## src/rtl/usb_host_rx_router.sv

```systemverilog
// Routes PHY RX response packets to the host client owning the last TX.
// Flags bad PIDs, PHY errors and over-length packets; drops unsolicited RX.
module usb_host_rx_router #(
  parameter int TIMEOUT_CYCLES = 96,
  parameter int MAX_PKT_BYTES  = 1027,
  parameter int CNT_W          = 16
) (
  input  logic             clk,
  input  logic             rst_n,
  input  logic             tx_done,
  input  logic [3:0]       tx_owner,
  input  logic             bus_reset,
  input  logic             phy_rx_active,
  input  logic             phy_rx_valid,
  input  logic [7:0]       phy_rx_data,
  input  logic             phy_rx_error,
  output logic [3:0]       rx_dest,
  output logic             rx_valid,
  output logic [7:0]       rx_data,
  output logic             rx_sop,
  output logic             rx_eop,
  output logic             rx_err,
  output logic [3:0]       rx_pid,
  output logic [3:0]       rx_timeout,
  output logic [CNT_W-1:0] unsolicited_cnt,
  output logic             busy
);

  localparam logic [1:0] IDLE      = 2'd0;
  localparam logic [1:0] WAIT_RESP = 2'd1;
  localparam logic [1:0] RX_PKT    = 2'd2;
  localparam logic [1:0] DROP      = 2'd3;

  localparam int TMR_W = $clog2(TIMEOUT_CYCLES + 1);
  localparam logic [TMR_W-1:0] TMR_LOAD = TMR_W'(TIMEOUT_CYCLES);
  localparam logic [10:0] MAX_B = 11'(MAX_PKT_BYTES);

  logic [1:0]       state_q, state_d;
  logic [3:0]       owner_q, owner_d;
  logic [TMR_W-1:0] timer_q, timer_d;
  logic [10:0]      bcnt_q, bcnt_d;
  logic             err_q, err_d;
  logic             act_q;

  logic [3:0]       dest_d;
  logic             valid_d;
  logic [7:0]       data_d;
  logic             sop_d;
  logic             eop_d;
  logic             errout_d;
  logic [3:0]       pid_d;
  logic [3:0]       tmo_d;
  logic [CNT_W-1:0] ucnt_d;

  logic [3:0] owner_sel;
  logic       owner_req;
  logic       rx_start;
  logic       byte_in;
  logic       pid_bad;
  logic       over_len;

  // Isolate the lowest set bit so the lowest-index owner wins.
  assign owner_sel = tx_owner & (~tx_owner + 4'd1);
  assign owner_req = tx_done & (|tx_owner);
  assign rx_start  = phy_rx_active & ~act_q;
  assign byte_in   = phy_rx_active & phy_rx_valid;
  assign pid_bad   = phy_rx_data[7:4] != ~phy_rx_data[3:0];
  assign over_len  = bcnt_q >= MAX_B;
  assign busy      = state_q != IDLE;

  always_comb begin
    state_d  = state_q;
    owner_d  = owner_q;
    timer_d  = timer_q;
    bcnt_d   = bcnt_q;
    err_d    = err_q;
    dest_d   = 4'd0;
    valid_d  = 1'b0;
    data_d   = rx_data;
    sop_d    = 1'b0;
    eop_d    = 1'b0;
    errout_d = 1'b0;
    pid_d    = rx_pid;
    tmo_d    = 4'd0;
    ucnt_d   = unsolicited_cnt;

    if (bus_reset) begin
      if (state_q == RX_PKT) begin
        eop_d    = 1'b1;
        errout_d = 1'b1;
        dest_d   = owner_q;
      end
      state_d = IDLE;
      err_d   = 1'b0;
    end else begin
      case (state_q)
        IDLE: begin
          if (owner_req) begin
            state_d = WAIT_RESP;
            owner_d = owner_sel;
            timer_d = TMR_LOAD;
          end else if (rx_start) begin
            state_d = DROP;
            if (unsolicited_cnt != {CNT_W{1'b1}})
              ucnt_d = unsolicited_cnt + CNT_W'(1);
          end
        end
        WAIT_RESP: begin
          // A first byte on the expiry cycle still wins.
          if (byte_in) begin
            state_d = RX_PKT;
            valid_d = 1'b1;
            sop_d   = 1'b1;
            data_d  = phy_rx_data;
            dest_d  = owner_q;
            pid_d   = phy_rx_data[3:0];
            bcnt_d  = 11'd1;
            err_d   = pid_bad | phy_rx_error;
          end else if (owner_req) begin
            owner_d = owner_sel;
            timer_d = TMR_LOAD;
          end else if (timer_q <= TMR_W'(1)) begin
            tmo_d   = owner_q;
            state_d = IDLE;
          end else begin
            timer_d = timer_q - TMR_W'(1);
          end
        end
        RX_PKT: begin
          if (!phy_rx_active) begin
            eop_d    = 1'b1;
            errout_d = err_q;
            dest_d   = owner_q;
            state_d  = IDLE;
            err_d    = 1'b0;
          end else begin
            err_d = err_q | phy_rx_error | (byte_in & over_len);
            if (byte_in) begin
              if (!over_len) begin
                valid_d = 1'b1;
                data_d  = phy_rx_data;
                dest_d  = owner_q;
              end
              if (bcnt_q != 11'h7ff)
                bcnt_d = bcnt_q + 11'd1;
            end
          end
        end
        DROP: begin
          if (!phy_rx_active)
            state_d = IDLE;
        end
        default: state_d = IDLE;
      endcase
    end
  end

  always_ff @(posedge clk) begin
    if (!rst_n) begin
      state_q         <= IDLE;
      owner_q         <= 4'd0;
      timer_q         <= '0;
      bcnt_q          <= 11'd0;
      err_q           <= 1'b0;
      act_q           <= 1'b0;
      rx_dest         <= 4'd0;
      rx_valid        <= 1'b0;
      rx_data         <= 8'd0;
      rx_sop          <= 1'b0;
      rx_eop          <= 1'b0;
      rx_err          <= 1'b0;
      rx_pid          <= 4'd0;
      rx_timeout      <= 4'd0;
      unsolicited_cnt <= '0;
    end else begin
      state_q         <= state_d;
      owner_q         <= owner_d;
      timer_q         <= timer_d;
      bcnt_q          <= bcnt_d;
      err_q           <= err_d;
      act_q           <= phy_rx_active;
      rx_dest         <= dest_d;
      rx_valid        <= valid_d;
      rx_data         <= data_d;
      rx_sop          <= sop_d;
      rx_eop          <= eop_d;
      rx_err          <= errout_d;
      rx_pid          <= pid_d;
      rx_timeout      <= tmo_d;
      unsolicited_cnt <= ucnt_d;
    end
  end

endmodule

```

## config.mk

```make
export PLATFORM = sky130hd
export DESIGN_NAME = usb_host_rx_router
export DESIGN_NICKNAME = d
export VERILOG_FILES = /design/src/rtl/usb_host_rx_router.sv
export SDC_FILE = /design/constraint.sdc
export NUM_CORES = 1
export LEC_CHECK = 0
export CORE_ASPECT_RATIO = 0.6
export CORE_MARGIN = 4
export CORE_UTILIZATION = 35
export DETAILED_ROUTE_END_ITERATION = 16
export SYNTH_ARGS = -nofsm -noshare
export SYNTH_HDL_FRONTEND = slang
export SYNTH_SLANG_ARGS = --single-unit
```

## constraint.sdc

```tcl
create_clock -name clk -period 2.65 [get_ports clk]
set_input_delay 0.795 -clock clk [delete_from_list [all_inputs] [get_ports clk]]
set_output_delay 0.795 -clock clk [all_outputs]
set_load 0.01 [all_outputs]
```

==> results.json <==
{
  "path_buf_inv": 3,
  "p_leak_nw": 1.576,
  "end_kind": "primary output",
  "grt_max_degree": 26,
  "synth_edf_count": 0,
  "rsz0062_at_grt": "no",
  "seq_area_frac_synth": 0.3952,
  "postCtsSetupBuffers": 0,
  "path_cells": "inv_1 -> ha_2 -> inv_2 -> clkdlybuf4s50_1",
  "syn-cell-area_um2": 3343,
  "multiInputGateArea_um2": 1906,
  "crit_arrival_ns": 1.71,
  "cts.sinks": 66,
  "met1_usage": 0.2546,
  "yosysWarnings": 0,
  "initial_core_util": 0.3625,
  "max_stage_delay_ns": 0.55,
  "met3_usage": 0.05361,
  "final_area_um2": 4702,
  "skew_ns": 0.008014,
  "post_drt_wl_per_cell_um": 15.22,
  "drtIter0Drc": 269,
  "synth-main-ff-cell": "dfxtp_1",
  "io_pins": 60,
  "overflow": 0,
  "synth_area_leader_cell": "dfxtp_1",
  "cp_top_family": "buffers and inverters",
  "nets": 502,
  "grt_pass1_wl_um": 15300,
  "dp_cells": 594,
  "slew_violations": 0,
  "antenna_found_initial": 0,
  "post-route-util": 0.5098,
  "timing.final.crit_share": 0.9454,
  "root_buffer": "clkbuf_16",
  "ys_async_sr_fraction": 0,
  "stdcell_count": 610,
  "final_antenna_net_count": 0,
  "critPathKind": "register to primary output",
  "coreArea_um2": 9223,
  "vias": 3289,
  "setup_viol": 0,
  "hpwlAfterDp_um": 6955,
  "fp-row-count": 27,
  "start_kind": "register",
  "maxClockFrequency_mhz": 399.2,
  "status": "finished clean",
  "relSlewSlack": 0.5262,
  "die_h_um": 83.71,
  "synth_area_leaders": "dfxtp_1 (40%), a21oi_1 (5.4%), nand2_1 (4.5%)",
  "synth_top_area_frac": 0.3952,
  "path_clk_slew_ns": 0.06,
  "required_ns": 1.86,
  "ir_drop_mv": 0.3101,
  "pwr_density_cell_nw_per_um2": 619.8,
  "via_per_inst": 5.392,
  "routed_wl_um": 9284,
  "areaGrowthSynthToFinish_pct": 40.64,
  "path_max_fanout": 7,
  "mappedNetlistNets": 411,
  "drive_above_1_share": 0.1583,
  "nFillCells": 846,
  "grt_usage": 0.1679,
  "gp_congestion": 0.8634,
  "cts_tree": "done",
  "dieWidth_um": 134.2,
  "cts_made_buffers": 9,
  "ys_top_cells_by_count": "dfxtp_1 (66), nand2_1 (40), a21oi_1 (36), nand3_1 (21), o31ai_1 (17)",
  "dieArea_um2": 11230,
  "yosysUniqueCellTypes": 57,
  "io_buffer_count": 59,
  "firstDrtPassIters": 5,
  "antennaDiodeCount": 0,
  "place_area_um2": 4323,
  "layout_min_cycle_time_ns": 2.505,
  "ys_ff_latch": 66,
  "hold_class": "register to register",
  "synth.avg_cell_area_um2": 8.706,
  "cp_slowest_cell": "clkdlybuf4s50_1",
  "synth.most_common_cell": "dfxtp_1",
  "h-tree-depth": 3,
  "grt.busiest_layer": "met1",
  "hold_violations": 0,
  "grt_pass1_vias": 3014,
  "clk_path_buf_depth": 2,
  "regArea_um2": 1321,
  "tightest_slew_ns": 0.7053,
  "drc_errors": 0,
  "clock_latency_ns": 0.33,
  "syn_inst": 384,
  "use_met2": 0.2252,
  "max-cap-violations": 0
}
[cell families (layout without fill, tap and decap cells)]
kind of cell,after synthesis,count (layout),synth area share
simple gates,158,158,0.2796
compound gates,107,107,0.2204
flops,66,66,0.3952
buf+inv,32,128,0.03743
mux,9,9,0.02695
fa+ha+maj,8,8,0.02994
xor+xnor,4,4,0.01048
[tightest hold or removal path, stage by stage, from the launching register on]
cell and delay, ns:
dfxtp_1 0.30, nand2_1 0.05, mux2i_1 0.05
[flip-flops by register name, indices dropped and copies added, names as in the netlist]
register,count
rx_pid,4
timer_q,7
state_q,2
bcnt_q,11
rx_dest,4
rx_data,8
rx_valid,1
rx_eop,1
unsolicited_cnt,16
rx_timeout,4
act_q,1
rx_err,1
err_q,1
rx_sop,1
owner_q,4
[cell type report]
| class | count | area share |
|---|---|---|
| Tap cell | 130 | 0.03459 |
| Clock buffer | 10 | 0.05082 |
| Clock inverter | 6 | 0.02927 |
| Inverter | 14 | 0.01118 |
| Sequential cell | 66 | 0.2810 |
| Timing Repair Buffer | 98 | 0.1879 |
| Multi-Input combinational cell | 286 | 0.4053 |
[path summary, 6_finish.rpt]
kind	slack, ns	startpoint	end	cells after the start
setup / recovery	0.14	state_q[0]$_SDFFE_PP0P_	busy	4
hold / removal	0.46	rx_data[4]$_SDFFE_PN0P_	rx_data[4]$_SDFFE_PN0P_	2
setup reg to reg	0.53	state_q[0]$_SDFFE_PP0P_	bcnt_q[6]$_SDFFE_PN0P_	7
hold reg to reg	0.46	rx_data[4]$_SDFFE_PN0P_	rx_data[4]$_SDFFE_PN0P_	2
[per-layer routing]
layer / part of all wire / vias to the layer above
met5: 0 / -
met1: 0.52 / 1532
met3: 0.072 / 9
li1: - / 1658
met2: 0.39 / 90
met4: 0.011 / 0
[placed cells by master, fill, tap and decap left out, drive strengths merged, types with 2 or more instances in the layout]
cell type,instances
nand4,10
or2,2
and3b,2
inv,13
a31oi,5
o211ai,5
nand2b,3
ha,8
nor2,14
o41ai,9
nor4b,2
a21oi,36
o21ba,2
and2,9
or4,18
nor4,8
clkbuf,10
or4b,2
nor3,6
clkinv,3
or3,10
nand3,22
o21ai,14
clkdlybuf4s50,59
a211oi,3
or3b,2
o311ai,2
o211a,2
a311oi,4
bufinv,4
o31ai,17
nand3b,2
buf,39
and4,3
xor2,3
dfxtp,66
mux2i,9
nand2,40
[power by group]
| part | leakage, nW | internal, W | switching (W) |
|---|---|---|---|
| Combinational | 0.860 | 0.000171 | 0.000197 |
| Sequential | 0.534 | 0.00102 | 0.0000290 |
| Clock | 0.183 | 0.00104 | 0.000453 |
| Total | 1.58 | 0.00224 | 0.000679 |
[stage by stage]
step / worst slack (ns) / hold WS, ns / power [W] / TNS [ns]
3_3_place_gp: -0.09075 / 0.4442 / 0.001429 / -0.4965
4_1_cts: 0.05509 / 0.4565 / 0.002948 / 0
3_5_place_dp: -0.1354 / 0.4487 / 0.001434 / -0.7351
2_1_floorplan: 0.4161 / 0.4357 / 0.001263 / 0
5_1_grt: 0.07285 / 0.4775 / 0.003035 / 0
6_report: 0.1448 / 0.4584 / 0.002914 / 0
[repair_timing]
action	4_1_cts	5_1_grt
hold buffers	0	0
pin swaps	0	0
setup endpoints to repair	1	1
cloned	0	0
resized for setup	1	1
Note: power is estimated with default switching activity, not from simulation.
